[src/rtl/s2p_pkg.sv]
// s2p_pkg: shared definitions for the multimode serial-to-parallel converter.
//   mode_t     : run-time modulation mode encodings on the 3-bit mode input
//   state_t    : converter FSM states
//   mode2bps   : bits per symbol for a mode (0 for an unknown encoding)
//   mode_legal : mode is known and its symbol fits in max_w bits
package s2p_pkg;

    typedef enum logic [2:0] {
        MODE_BPSK  = 3'd0,
        MODE_QPSK  = 3'd1,
        MODE_8PSK  = 3'd2,
        MODE_16QAM = 3'd3,
        MODE_64QAM = 3'd4
    } mode_t;

    typedef enum logic {
        IDLE    = 1'b0,
        COLLECT = 1'b1
    } state_t;

    function automatic logic [3:0] mode2bps(input logic [2:0] mode);
        logic [3:0] bps;
        case (mode)
            MODE_BPSK:  bps = 4'd1;
            MODE_QPSK:  bps = 4'd2;
            MODE_8PSK:  bps = 4'd3;
            MODE_16QAM: bps = 4'd4;
            MODE_64QAM: bps = 4'd6;
            default:    bps = 4'd0;
        endcase
        return bps;
    endfunction

    function automatic logic mode_legal(input logic [2:0] mode, input int unsigned max_w);
        logic [3:0] bps;
        bps = mode2bps(mode);
        return (bps != 4'd0) && (32'(bps) <= max_w);
    endfunction

endpackage

[src/rtl/s2p_out_reg.sv]
// s2p_out_reg: output holding register with valid/ready handshake and
// overrun detection for the serial-to-parallel converter.
//   clk, rst : clock, synchronous active-high reset
//   load     : a new symbol completed this cycle (din holds it)
//   din      : completed symbol, right-justified
//   ready    : consumer accepts when valid & ready
//   clr_ovr  : clear the sticky overrun flag (new stream starting)
//   dout     : held symbol
//   valid    : dout holds an unaccepted symbol
//   overrun  : sticky, a completed symbol was dropped
module s2p_out_reg #(
    parameter int unsigned MAX_W = 6
) (
    input  logic             clk,
    input  logic             rst,
    input  logic             load,
    input  logic [MAX_W-1:0] din,
    input  logic             ready,
    input  logic             clr_ovr,
    output logic [MAX_W-1:0] dout,
    output logic             valid,
    output logic             overrun
);

    always_ff @(posedge clk) begin
        if (rst) begin
            dout    <= '0;
            valid   <= 1'b0;
            overrun <= 1'b0;
        end else begin
            if (load) begin
                // Register is free (empty or being accepted this edge): take the
                // new symbol with no bubble. Otherwise drop it, keep the held one.
                if (!valid || ready) begin
                    dout  <= din;
                    valid <= 1'b1;
                end else begin
                    overrun <= 1'b1;
                end
            end else if (valid && ready) begin
                valid <= 1'b0;
            end
            if (clr_ovr) begin
                overrun <= 1'b0;
            end
        end
    end

endmodule

[src/rtl/s2p_multimode.sv]
// s2p_multimode: run-time configurable serial-to-parallel converter.
// Collects 1/2/3/4/6 serial bits per symbol (BPSK/QPSK/8PSK/16QAM/64QAM),
// streams symbols out on a valid/ready interface while start is high.
//   CLK, RST    : clock, synchronous active-high reset
//   start       : level enable; rising edge latches mode, falling edge aborts
//   mode        : modulation mode (see s2p_pkg::mode_t)
//   serialIn    : serial bit, sampled when bitValid=1
//   bitValid    : serial bit qualifier
//   parallelOut : symbol, right-justified, unused upper bits 0
//   outValid    : parallelOut holds an unaccepted symbol
//   outReady    : consumer ready
//   busy        : collecting a stream
//   overrun     : sticky, a completed symbol was dropped
//   modeErr     : sticky, start seen with an illegal mode
//   symCount    : symbols accepted since start (only with S2P_SYMCNT_EN)
// Optional feature macro: S2P_SYMCNT_EN
module s2p_multimode
    import s2p_pkg::*;
#(
    parameter int unsigned MAX_W     = 6,
    parameter bit          MSB_FIRST = 1'b1,
    parameter int unsigned CNT_W     = 16
) (
    input  logic             CLK,
    input  logic             RST,
    input  logic             start,
    input  logic [2:0]       mode,
    input  logic             serialIn,
    input  logic             bitValid,
    output logic [MAX_W-1:0] parallelOut,
    output logic             outValid,
    input  logic             outReady,
    output logic             busy,
    output logic             overrun,
    output logic             modeErr
`ifdef S2P_SYMCNT_EN
    ,
    output logic [CNT_W-1:0] symCount
`endif
);

    localparam int unsigned CW = $clog2(MAX_W + 1);

    state_t           state;
    logic             start_q;
    logic [CW-1:0]    cnt;
    logic [CW-1:0]    bps;
    logic [MAX_W-1:0] shreg;

    logic             start_rise;
    logic             legal;
    logic             go;
    logic             last_bit;
    logic             sym_load;
    logic [MAX_W-1:0] sym_next;

    always_comb begin
        start_rise = start && !start_q;
        legal      = mode_legal(mode, MAX_W);
        go         = (state == IDLE) && start_rise && legal;
        last_bit   = (cnt == bps - CW'(1));
        sym_load   = (state == COLLECT) && start && bitValid && last_bit;
        // The shift register starts every symbol at zero, so the left shift
        // leaves exactly bps significant bits and the upper bits stay 0.
        if (MSB_FIRST) begin
            sym_next = {shreg[MAX_W-2:0], serialIn};
        end else begin
            sym_next = shreg | (MAX_W'(serialIn) << cnt);
        end
    end

    always_ff @(posedge CLK) begin
        if (RST) begin
            state   <= IDLE;
            start_q <= 1'b0;
            cnt     <= '0;
            bps     <= '0;
            shreg   <= '0;
            modeErr <= 1'b0;
        end else begin
            start_q <= start;
            case (state)
                IDLE: begin
                    if (start_rise) begin
                        if (legal) begin
                            state <= COLLECT;
                            bps   <= CW'(mode2bps(mode));
                            cnt   <= '0;
                            shreg <= '0;
                        end else begin
                            modeErr <= 1'b1;
                        end
                    end
                end
                COLLECT: begin
                    if (!start) begin
                        state <= IDLE;
                        cnt   <= '0;
                        shreg <= '0;
                    end else if (bitValid) begin
                        if (last_bit) begin
                            cnt   <= '0;
                            shreg <= '0;
                        end else begin
                            cnt   <= cnt + CW'(1);
                            shreg <= sym_next;
                        end
                    end
                end
                default: state <= IDLE;
            endcase
        end
    end

    assign busy = (state == COLLECT);

    s2p_out_reg #(
        .MAX_W(MAX_W)
    ) u_out (
        .clk    (CLK),
        .rst    (RST),
        .load   (sym_load),
        .din    (sym_next),
        .ready  (outReady),
        .clr_ovr(go),
        .dout   (parallelOut),
        .valid  (outValid),
        .overrun(overrun)
    );

`ifdef S2P_SYMCNT_EN
    always_ff @(posedge CLK) begin
        if (RST || go) begin
            symCount <= '0;
        end else if (outValid && outReady) begin
            symCount <= symCount + CNT_W'(1);
        end
    end
`endif

endmodule

[config.mk]
export PLATFORM = sky130hd
export DESIGN_NAME = s2p_multimode
export DESIGN_NICKNAME = d
export VERILOG_FILES = /design/src/rtl/s2p_pkg.sv /design/src/rtl/s2p_out_reg.sv /design/src/rtl/s2p_multimode.sv
export SDC_FILE = /design/constraint.sdc
export NUM_CORES = 1
export LEC_CHECK = 0
export BUFFER_PORTS_ARGS = -buffer_cell sky130_fd_sc_hd__buf_2
export CORE_MARGIN = 2
export CORE_UTILIZATION = 53
export CTS_CLUSTER_DIAMETER = 150
export DETAILED_ROUTE_END_ITERATION = 8
export PLACE_DENSITY = 0.79
export SKIP_LAST_GASP = 1
export SYNTH_ARGS = -nofsm -noshare
export SYNTH_HDL_FRONTEND = slang
export SYNTH_SLANG_ARGS = --single-unit
[constraint.sdc]
create_clock -name CLK -period 2.2 [get_ports CLK]
set_input_delay 0.66 -clock CLK [delete_from_list [all_inputs] [get_ports CLK]]
set_output_delay 0.66 -clock CLK [all_outputs]
set_load 0.05 [all_outputs]
==> results of run 1 <==
[per-layer routing]
layer	vias up	share of wire, %	GRT usage [%]	wire length [um]
li1	417	-	-	-
met1	374	49	28.9	949
met2	42	42	27.7	820
met3	7	7.1	4.53	139
met4	0	2.0	10.3	39
met5	-	0	0	0
[synthesized netlist by cell type]
cell / n / share of area, %
or3_1: 2 / 1.2
mux2_2: 1 / 1.1
clkbuf_1: 2 / 0.73
dfxtp_1: 22 / 43
a22oi_1: 1 / 0.73
buf_6: 2 / 2.2
nor3b_1: 1 / 0.73
nand2b_1: 14 / 8.5
mux2i_1: 6 / 5.9
xnor2_1: 2 / 1.7
a211oi_2: 1 / 1.2
ha_1: 2 / 2.4
and3_2: 2 / 1.5
nor2b_1: 1 / 0.61
or3b_2: 1 / 0.85
nor3_2: 1 / 0.98
o211ai_1: 1 / 0.73
o21ai_0: 4 / 2.0
a21oi_1: 8 / 3.9
a2bb2oi_1: 1 / 0.85
nor2_1: 4 / 1.5
o22ai_1: 1 / 0.61
inv_1: 3 / 1.1
nand3_1: 1 / 0.49
nand3b_1: 1 / 0.73
xor2_1: 1 / 0.85
o32ai_1: 5 / 4.3
a41oi_2: 1 / 1.6
o22a_1: 1 / 0.85
xor3_1: 1 / 2.3
nand2_1: 12 / 4.4
buf_2: 1 / 0.49
[power groups by stage]
stage	registers (uW)	logic, uW	clock network [uW]
after floorplan	427	51.9	0
after global placement	420	80.1	0
after detailed placement	420	83.0	0
after CTS	411	84.1	315
after global routing	413	92.2	333
final	411	84.8	311
[stage by stage]
step | hold slack, ns | std cells | setup WS [ns] | total power (uW)
after floorplan | 0.451 | 107 | 0.631 | 478
after global placement | 0.451 | 147 | 0.470 | 500
after detailed placement | 0.459 | 147 | 0.426 | 503
after CTS | 0.481 | 151 | 0.453 | 811
after global routing | 0.498 | 151 | 0.347 | 838
final | 0.477 | 151 | 0.447 | 808
[flip-flops by register name, indices dropped and copies added, names as in the netlist]
signal	count
u_out.dout	6
u_out.overrun	1
bps	3
start_q	1
u_out.valid	1
modeErr	1
shreg	5
busy	1
cnt	3
[worst paths after layout]
check / cells past startpoint / startpoint / slack [ns] / end
max: 1 / busy / 0.45 / busy
max reg2reg: 7 / bps[0] / 0.47 / cnt[2]
min reg2reg: 2 / u_out.dout[4] / 0.48 / u_out.dout[4]
min: 2 / u_out.dout[4] / 0.48 / u_out.dout[4]
[kinds of logic after synthesis]
kind of cell,Yosys count
xor+xnor,4
compound gates,24
mux,7
simple gates,40
buf+inv,8
fa+ha+maj,2
flops,22
[final cells by class]
type / instances / area share (%)
repair buffers: 20 / 8.92
clock inverters: 1 / 2.55
well taps: 25 / 2.65
multi-input cells: 77 / 45.6
flip-flops and latches: 22 / 37.4
inverters: 3 / 0.955
clock buffers: 3 / 1.91
==> run_results.csv, run 1 <==
group,metric,value,unit
clock_network,cts_tree,"built",
synthesis,synthXorXnorAreaFrac,4.88,%
clock_network,h-tree-depth,1,
sta,fmax,0.570,GHz
worst_setup_path,critPathLaunchType,"flip-flop",
finish,final_nets,138,
synthesis,synth_cell_types,32,
floorplanning,die_w,48.0,um
routing,ant_nets,0,
finish,antennaDiodeCount,0,
placement,gp_congestion,0.886,
pwr,vdd_drop_max,0.000566,V
clock_network,cts.repair.resized,0,
finish,design_area,1180,um2
synthesis,syn_nets,118,
floorplanning,initial_core_util,58.1,%
worst_setup_path,path_buf_inv,1,
synthesis,syn_area_per_cell,9.58,um2
synthesis,syn_inst,107,
clock_network,post_cts_buffers,0,
finish,mostFrequentLayoutCells,"22 x dfxtp_1, 18 x buf_2, 14 x nand2b_1",
floorplanning,design.die.area,2300,um2
synthesis,synthSimpleGateAreaFrac,21.5,%
sta,worst_slew_pin_slew,0.541,ns
global_routing,grt_start_max_net_pins,24,
worst_setup_path,crit_fanout,8,
worst_setup_path,critPathSlowestCell,"dfxtp_1",
placement,dp_hpwl,1.35,mm
pwr,p_leak,0.000448,uW
synthesis,syn_area,1020,um2
clock_network,cts_sinks,22,
sta,layout_min_cycle_time,1.75,ns
worst_setup_path,required,1.54,ns
worst_setup_path,cp_data_arrival_time,1.09,ns
global_routing,grt_pass1_vias,705,
finish,ff_latch_area,440,um2
placement,portBuffers,18,
outcome,status,"complete, no violations",
global_routing,overflow,0,
synthesis,synth_top_family_by_area,"simple AND/OR/NAND/NOR gates",
synthesis,synth-compound-area-share,16.7,%
worst_setup_path,slowest_delay,0.46,ns
worst_setup_path,crit_type,"flip-flop to output pin",
floorplanning,core_region_area,1760,um2
pwr,combPwrFrac,10.5,%
global_routing,grt.total_usage,20.0,%
worst_setup_path,cp-end-kind,"output pin",
clock_network,cts_hold_buf,0,
job,drv_cap,0,
finish,syn2layout_area_growth,15.0,%
min_path,min_path_type,"flip-flop to flip-flop",
sta,hold_violations,0,
routing,vias,840,
synthesis,synth.yosys.seq_area_share,43.0,%
synthesis,ys_ff_latch,22,
pwr,p_sw,183,uW
sta,rsz0062_at_grt,"false",
pwr,pwr-share-seq,50.9,%
routing,route.detailed.drc,0,
finish,final_common_cell,"dfxtp_1",
placement,dpl_cell_area,1130,um2
sta,setup_viol,0,
worst_setup_path,path_delay_family,"flip-flops",
sta,final.period_utilization,79.7,%
finish,fillers,153,
clock_network,clockRootBuffer,"clkbuf_4",
pwr,switching_share,22.7,%
clock_network,clkTransAtPathRegs,0.13,ns
clock_network,clock_path_buffers,2,
synthesis,synth_mux_area_share,6.96,%
sta,fin_worst_skew,0.00628,ns
sta,tns,0,ns
synthesis,yosys_warnings,0,
finish,post-route-util,66.8,%
worst_setup_path,cp_cell_sequence,"buf_2",
pwr,clkPwrFrac,38.6,%
pwr,power.internal,625,uW
clock_network,worstSkewPairLatency,0.31,ns
sta,maxSlewViolCount,0,
floorplanning,ios,19,
routing,drt_first_pass_iters,4,
synthesis,synth_fa_ha_area_share,2.44,%
floorplanning,die_h,48.0,um
clock_network,cts_inserted_buffers,3,
global_routing,antenna_found_initial,0,
pwr,p_per_area,685,nW/um2
routing,vias_per_cell,5.56,
finish,final_layout_size_suffix_gt1_share,24.6,%
routing,drt-total-wl,1.95,mm
sta,max_slew_margin,63.6,%
floorplanning,num_rows,15,
routing,drt-initial-drc-count,37,
finish,multi_input_area,538,um2
global_routing,grt_pass1_wl,3.11,mm
routing,wl_per_cell,12.9,um
Power figures use the tool's default switching activity.
==> run 2: changes to the inputs <==
Clock period 2.2 ns to 1.7 ns, I/O delays scaled along.
==> run 2 against run 1 <==
Compared with the run above: hold slack improved by 0.0017 ns; critical path depth rose by 5; sequential share of layout area fell by 0.65 points; cell area rose by 2.3%; core utilization rose by 1.6 points; largest cell class unchanged; largest power group unchanged; highest routed layer unchanged.
==> run_results.csv, run 2 (synthesized netlist as in run 1, its figures left out) <==
group,metric,value,unit
worst_setup_path,required,1.94,ns
clock_network,clock_path_buffers,2,
worst_setup_path,path_delay_family,"simple AND/OR/NAND/NOR gates",
global_routing,grt_start_max_net_pins,24,
finish,final_layout_size_suffix_gt1_share,29.0,%
clock_network,cts_hold_buf,0,
floorplanning,num_rows,15,
clock_network,cts_sinks,22,
min_path,hold_path_depth,3,
clock_network,clockRootBuffer,"clkbuf_4",
sta,setup_viol,0,
sta,maxSlewViolCount,0,
floorplanning,design.die.area,2300,um2
sta,fin_worst_skew,0.00381,ns
worst_setup_path,critPathSlowestCell,"dfxtp_2",
pwr,vdd_drop_max,0.000746,V
routing,drt-initial-drc-count,4,
worst_setup_path,crit_type,"flip-flop to flip-flop",
finish,top_regs,"u_out.dout (6), shreg (5)",
global_routing,antenna_found_initial,0,
pwr,p_per_area,774,nW/um2
finish,post-route-util,68.4,%
placement,dp_hpwl,1.43,mm
worst_setup_path,slowest_delay,0.35,ns
routing,route.detailed.drc,0,
finish,top_register,"u_out.dout",
clock_network,h-tree-depth,1,
finish,stdcell_count,156,
worst_setup_path,critPathLaunchType,"flip-flop",
floorplanning,core_region_area,1760,um2
worst_setup_path,path_buf_inv,1,
routing,met1_length,979,um
worst_setup_path,r2r_slack,0.07,ns
min_path,min_path_type,"input port to flip-flop",
routing,drt_first_pass_iters,4,
finish,antennaDiodeCount,0,
sta,rsz0062_at_grt,"true",
worst_setup_path,ff2ff_path_depth,6,
worst_setup_path,cp_data_arrival_time,1.87,ns
sta,hold_violations,0,
routing,top_layer,"met4",
routing,vias_per_cell,5.37,
finish,final_common_cell,"dfxtp_1",
global_routing,overflow,0,
global_routing,grt_pass1_wl,3.39,mm
worst_setup_path,cp-end-kind,"flip-flop",
routing,route.met2.wl,860,um
sta,finalWorstSetupSlack,0.0730,ns
placement,place_ws,-0.0133,ns
worst_setup_path,worstSetupPathDepth,6,
finish,mostFrequentLayoutCells,"20 x dfxtp_1, 18 x buf_2, 14 x nand2b_1",
worst_setup_path,crit_fanout,6,
sta,hold_ws,0.479,ns
placement,dpl_cell_area,1150,um2
placement,gp_congestion,0.745,
sta,worst_slew_pin_slew,0.359,ns
routing,ant_nets,0,
placement,dp_cells,150,
floorplanning,die_h,48.0,um
job,drv_cap,0,
placement,portBuffers,18,
sta,fmax,0.615,GHz
global_routing,grt_pass1_vias,772,
global_routing,grt.total_usage,21.7,%
floorplanning,initial_core_util,58.1,%
floorplanning,die_w,48.0,um
clock_network,cts_tree,"built",
finish,fillers,158,
clock_network,worstSkewPairLatency,0.31,ns
floorplanning,ios,19,
finish,largest_reg_flops,6,
clock_network,clkTransAtPathRegs,0.12,ns
worst_setup_path,cp_cell_sequence,"inv_1 > ha_1 > xnor2_1 > nor3_2 > and3_4 > mux2i_1",
min_path,min-delay-start,"serialIn",
sta,max_slew_margin,76.0,%
finish,final_nets,143,
finish,syn2layout_area_growth,17.7,%
routing,wl_per_cell,12.6,um
worst_setup_path,rr_startpoint,"bps[0]",
worst_setup_path,crit_end,"u_out.dout[3]",
worst_setup_path,reg2reg_to,"u_out.dout[3]",
clock_network,cts_inserted_buffers,3,
outcome,status,"complete, no violations",
routing,drt-total-wl,1.96,mm
sta,layout_min_cycle_time,1.63,ns
worst_setup_path,crit_path_start,"bps[0]",
pwr,p_leak,0.000465,uW
finish,design_area,1210,um2
routing,vias,838,
sta,final.period_utilization,95.7,%
routing,wl_met3,86,um
## run 2: layout make-up
| type | count | area, um2 | share of cell area (%) |
|---|---|---|---|
| inverter | 3 | 11.3 | 0.934 |
| tap | 25 | 31.3 | 2.59 |
| multi-input combinational | 77 | 542 | 44.9 |
| sequential | 22 | 443 | 36.7 |
| clock buffer | 4 | 36.3 | 3.01 |
| timing repair buffer | 25 | 143 | 11.8 |
## run 2: timing repair
item / in CTS / in global routing
setup buffers: 0 / 2
resized for setup: 2 / 1
gates cloned: 0 / 0
endpoints found under the setup margin: 7 / 8
pin swaps: 2 / 3
## run 2: worst min-delay path by stage
stage                    end  slack, ns
2_1_floorplan         bps[1]       0.45
5_1_grt        u_out.dout[0]       0.49
4_1_cts        u_out.dout[0]       0.48
3_3_place_gp         modeErr       0.45
6_report       u_out.dout[0]       0.48
3_5_place_dp   u_out.dout[5]       0.46
## run 2: worst register-to-register path: cells and delay by family (launching register included)
kind          cells  cell delay, ns
flops             1            0.35
buf+inv           1            0.05
mux               1            0.21
fa+ha+maj         1            0.29
xor+xnor          1            0.13
simple gates      2            0.52
## run 2: stage by stage
| stage | setup TNS, ns | total power, uW |
|---|---|---|
| after global placement | 0 | 652 |
| final | 0 | 934 |
| after CTS | 0 | 937 |
| after detailed placement | -0.0133 | 655 |
| after global routing | -0.0179 | 971 |
| after floorplan | 0 | 619 |
## run 2: power breakdown
part / internal (uW) / leakage [uW] / switching (uW)
logic: 49.6 / 0.000265 / 65.1
registers: 525 / 0.000179 / 6.67
clock network: 131 / 0.0000210 / 157
total: 706 / 0.000465 / 228
## run 2: layer usage
layer | global-route usage (%) | up-vias
li1 | - | 426
met1 | 27.4 | 390
met2 | 33.9 | 17
met3 | 6.79 | 5
met4 | 9.73 | 0
met5 | 0 | -
==> run 3: changes to the inputs <==
Settings changed: ABC_AREA from default to 1, PLACE_DENSITY 0.79 to 0.78.
==> run 3 against run 2 <==
Compared with the run above: wire length down 3.4%; core utilization down 5.3 points; register-to-register slack better by 0.06 ns; clock skew up 0.0052 ns; worst setup slack better by 0.051 ns; die area up 2.3%; clock power up 43%; power up 21%; critical path type is now flip-flop to output pin; highest routed layer unchanged.
==> run_results.csv, run 3 <==
group,metric,value,unit
finish,mostFrequentLayoutCells,"26 x nand2_1, 22 x inv_1, 22 x dfxtp_1",
synthesis,synth-edff-count,0,
finish,final_common_cell,"nand2_1",
routing,drt_first_pass_iters,4,
pwr,vdd_drop_max,0.000642,V
routing,vias_per_cell,4.90,
clock_network,clockRootBuffer,"clkbuf_4",
pwr,clkPwrFrac,36.2,%
placement,dp_cells,182,
routing,route.detailed.drc,0,
finish,post-route-util,63.0,%
synthesis,synth-main-ff-cell,"dfxtp_1",
worst_setup_path,critPathSlowestCell,"dfxtp_1",
worst_setup_path,path_delay_family,"flip-flops",
pwr,p_total,1130,uW
finish,antennaDiodeCount,0,
routing,ant_nets,0,
synthesis,syn_inst,139,
worst_setup_path,cp-end-kind,"output pin",
floorplanning,die_w,48.5,um
routing,drt-total-wl,1.90,mm
clock_network,cts.repair.resized,0,
job,drv_cap,0,
global_routing,overflow,0,
worst_setup_path,cp_data_arrival_time,1.07,ns
sta,maxSlewViolCount,0,
synthesis,yosys.area.top_type,"dfxtp_1",
sta,worst_slew_pin_slew,0.415,ns
worst_setup_path,slowest_delay,0.44,ns
synthesis,syn_nets,150,
sta,rsz0062_at_grt,"false",
pwr,p_sw,296,uW
pwr,pwr-share-seq,50.0,%
sta,fin_worst_skew,0.00896,ns
global_routing,grt_pass1_vias,739,
sta,layout_min_cycle_time,1.58,ns
finish,top_regs,"u_out.dout (6), shreg (5)",
synthesis,synth.yosys.seq_area_share,41.9,%
global_routing,grt_start_max_net_pins,17,
synthesis,yosys_warnings,0,
worst_setup_path,cp_cell_sequence,"buf_2",
finish,multi_input_area,500,um2
floorplanning,num_rows,16,
finish,top_register,"u_out.dout",
clock_network,clock_path_buffers,2,
worst_setup_path,required,1.19,ns
pwr,p_per_area,932,nW/um2
floorplanning,design.die.area,2360,um2
pwr,switching_share,26.2,%
global_routing,grt.total_usage,16.8,%
sta,fmax,0.635,GHz
floorplanning,ios,19,
min_path,min_path_type,"input port to flip-flop",
clock_network,h-tree-depth,1,
routing,drt-initial-drc-count,20,
placement,dp_hpwl,1.37,mm
worst_setup_path,crit_fanout,4,
clock_network,cts_sinks,22,
worst_setup_path,critPathLaunchType,"flip-flop",
synthesis,synth_area_leaders,"dfxtp_1 42%, nand2_1 9.3%, inv_1 7.9%",
sta,max_slew_margin,72.3,%
finish,largest_reg_flops,6,
synthesis,ys_ff_latch,22,
finish,stdcell_count,187,
worst_setup_path,path_buf_inv,1,
clock_network,cts_hold_buf,0,
clock_network,cts_inserted_buffers,3,
routing,vias,917,
synthesis,syn_area_per_cell,7.56,um2
global_routing,antenna_found_initial,0,
global_routing,grt_pass1_wl,3.07,mm
clock_network,clkTransAtPathRegs,0.13,ns
synthesis,synth_cell_types,20,
outcome,status,"complete, no violations",
finish,syn2layout_area_growth,15.2,%
synthesis,syn_area,1050,um2
synthesis,yosysTopAreaCellShare,41.9,%
sta,hold_violations,0,
synthesis,synth_top_cells_by_count,"26 x nand2_1, 22 x dfxtp_1, 22 x inv_1, 17 x nor2_1, 12 x a21oi_1",
finish,fillers,181,
synthesis,ys_async_sr_fraction,0,%
worst_setup_path,crit_type,"flip-flop to output pin",
finish,final_nets,172,
routing,wl_per_cell,10.1,um
clock_network,worstSkewPairLatency,0.32,ns
clock_network,post_cts_buffers,0,
floorplanning,die_h,48.5,um
pwr,power.internal,833,uW
sta,final.period_utilization,92.7,%
sta,hold_ws,0.410,ns
finish,ff_latch_area,440,um2
placement,portBuffers,18,
placement,gp_congestion,0.889,
sta,setup_viol,0,
finish,final_layout_size_suffix_gt1_share,23.1,%
pwr,combPwrFrac,13.8,%
floorplanning,initial_core_util,54.7,%
synthesis,synth_most_common_cell,"nand2_1",
sta,tns,0,ns
floorplanning,core_region_area,1920,um2
pwr,p_leak,0.000595,uW
clock_network,cts_tree,"built",
## run 3: cell count changes in the layout (fill, tap and decap cells not counted), sizes merged, moves of 8 or more
cell    before  now
inv          3   23
nand2       12   29
nand2b      14    0
nand3        1    9
nor2         4   19
o21ai        4   13
## run 3: path summary, 6_finish.rpt
path                                    start             to  slack, ns  depth (start not counted)
worst max-delay path                     busy           busy       0.12                          1
worst min-delay path                      RST    u_out.valid       0.41                          2
worst max register to register         bps[0]  u_out.dout[0]       0.13                         10
worst min register to register  u_out.overrun  u_out.overrun       0.46                          2
## run 3: logic make-up (layout without fill, tap and decap cells)
logic type / count (synthesis) / after routing / synth area share, %
AND/OR/NAND/NOR: 60 / 61 / 27.7
AO/OA/AOI/OAI: 28 / 28 / 15.5
buffers and inverters: 26 / 46 / 11.7
flip-flops: 22 / 22 / 41.9
adder cells (fa/ha/maj): 2 / 2 / 2.38
XOR/XNOR: 1 / 1 / 0.833
## run 3: per-stage QoR
stage               area [um2]  setup slack (ns)
floorplan                 1050             0.150
global placement          1150             0.192
detailed placement        1150             0.133
CTS                       1200             0.119
global route              1210           0.00686
finish                    1210             0.124
## run 3: power by group through the flow
stage	sequential (uW)	combinational, uW	clock, uW
2_1_floorplan	583	113	0
3_3_place_gp	575	147	0
3_5_place_dp	576	151	0
4_1_cts	564	152	416
5_1_grt	568	175	436
6_report	564	156	409
## run 3: final cells by class
class                           instances  share of cell area (%)
Sequential cell                        22                    36.4
Tap cell                               27                    2.79
Clock inverter                          1                    2.48
Multi-Input combinational cell         92                    41.3
Timing Repair Buffer                   19                    8.06
Clock buffer                            3                    1.86
Inverter                               23                    7.13
## run 3: layer usage
layer  track usage (%)  vias to the layer above  part of all wire [%]
met2              24.1                       19                    41
met3              2.78                        4                   3.6
li1                  -                      493                     -
met5                 0                        -                     0
met1              23.8                      401                    53
met4              10.0                        0                   2.6
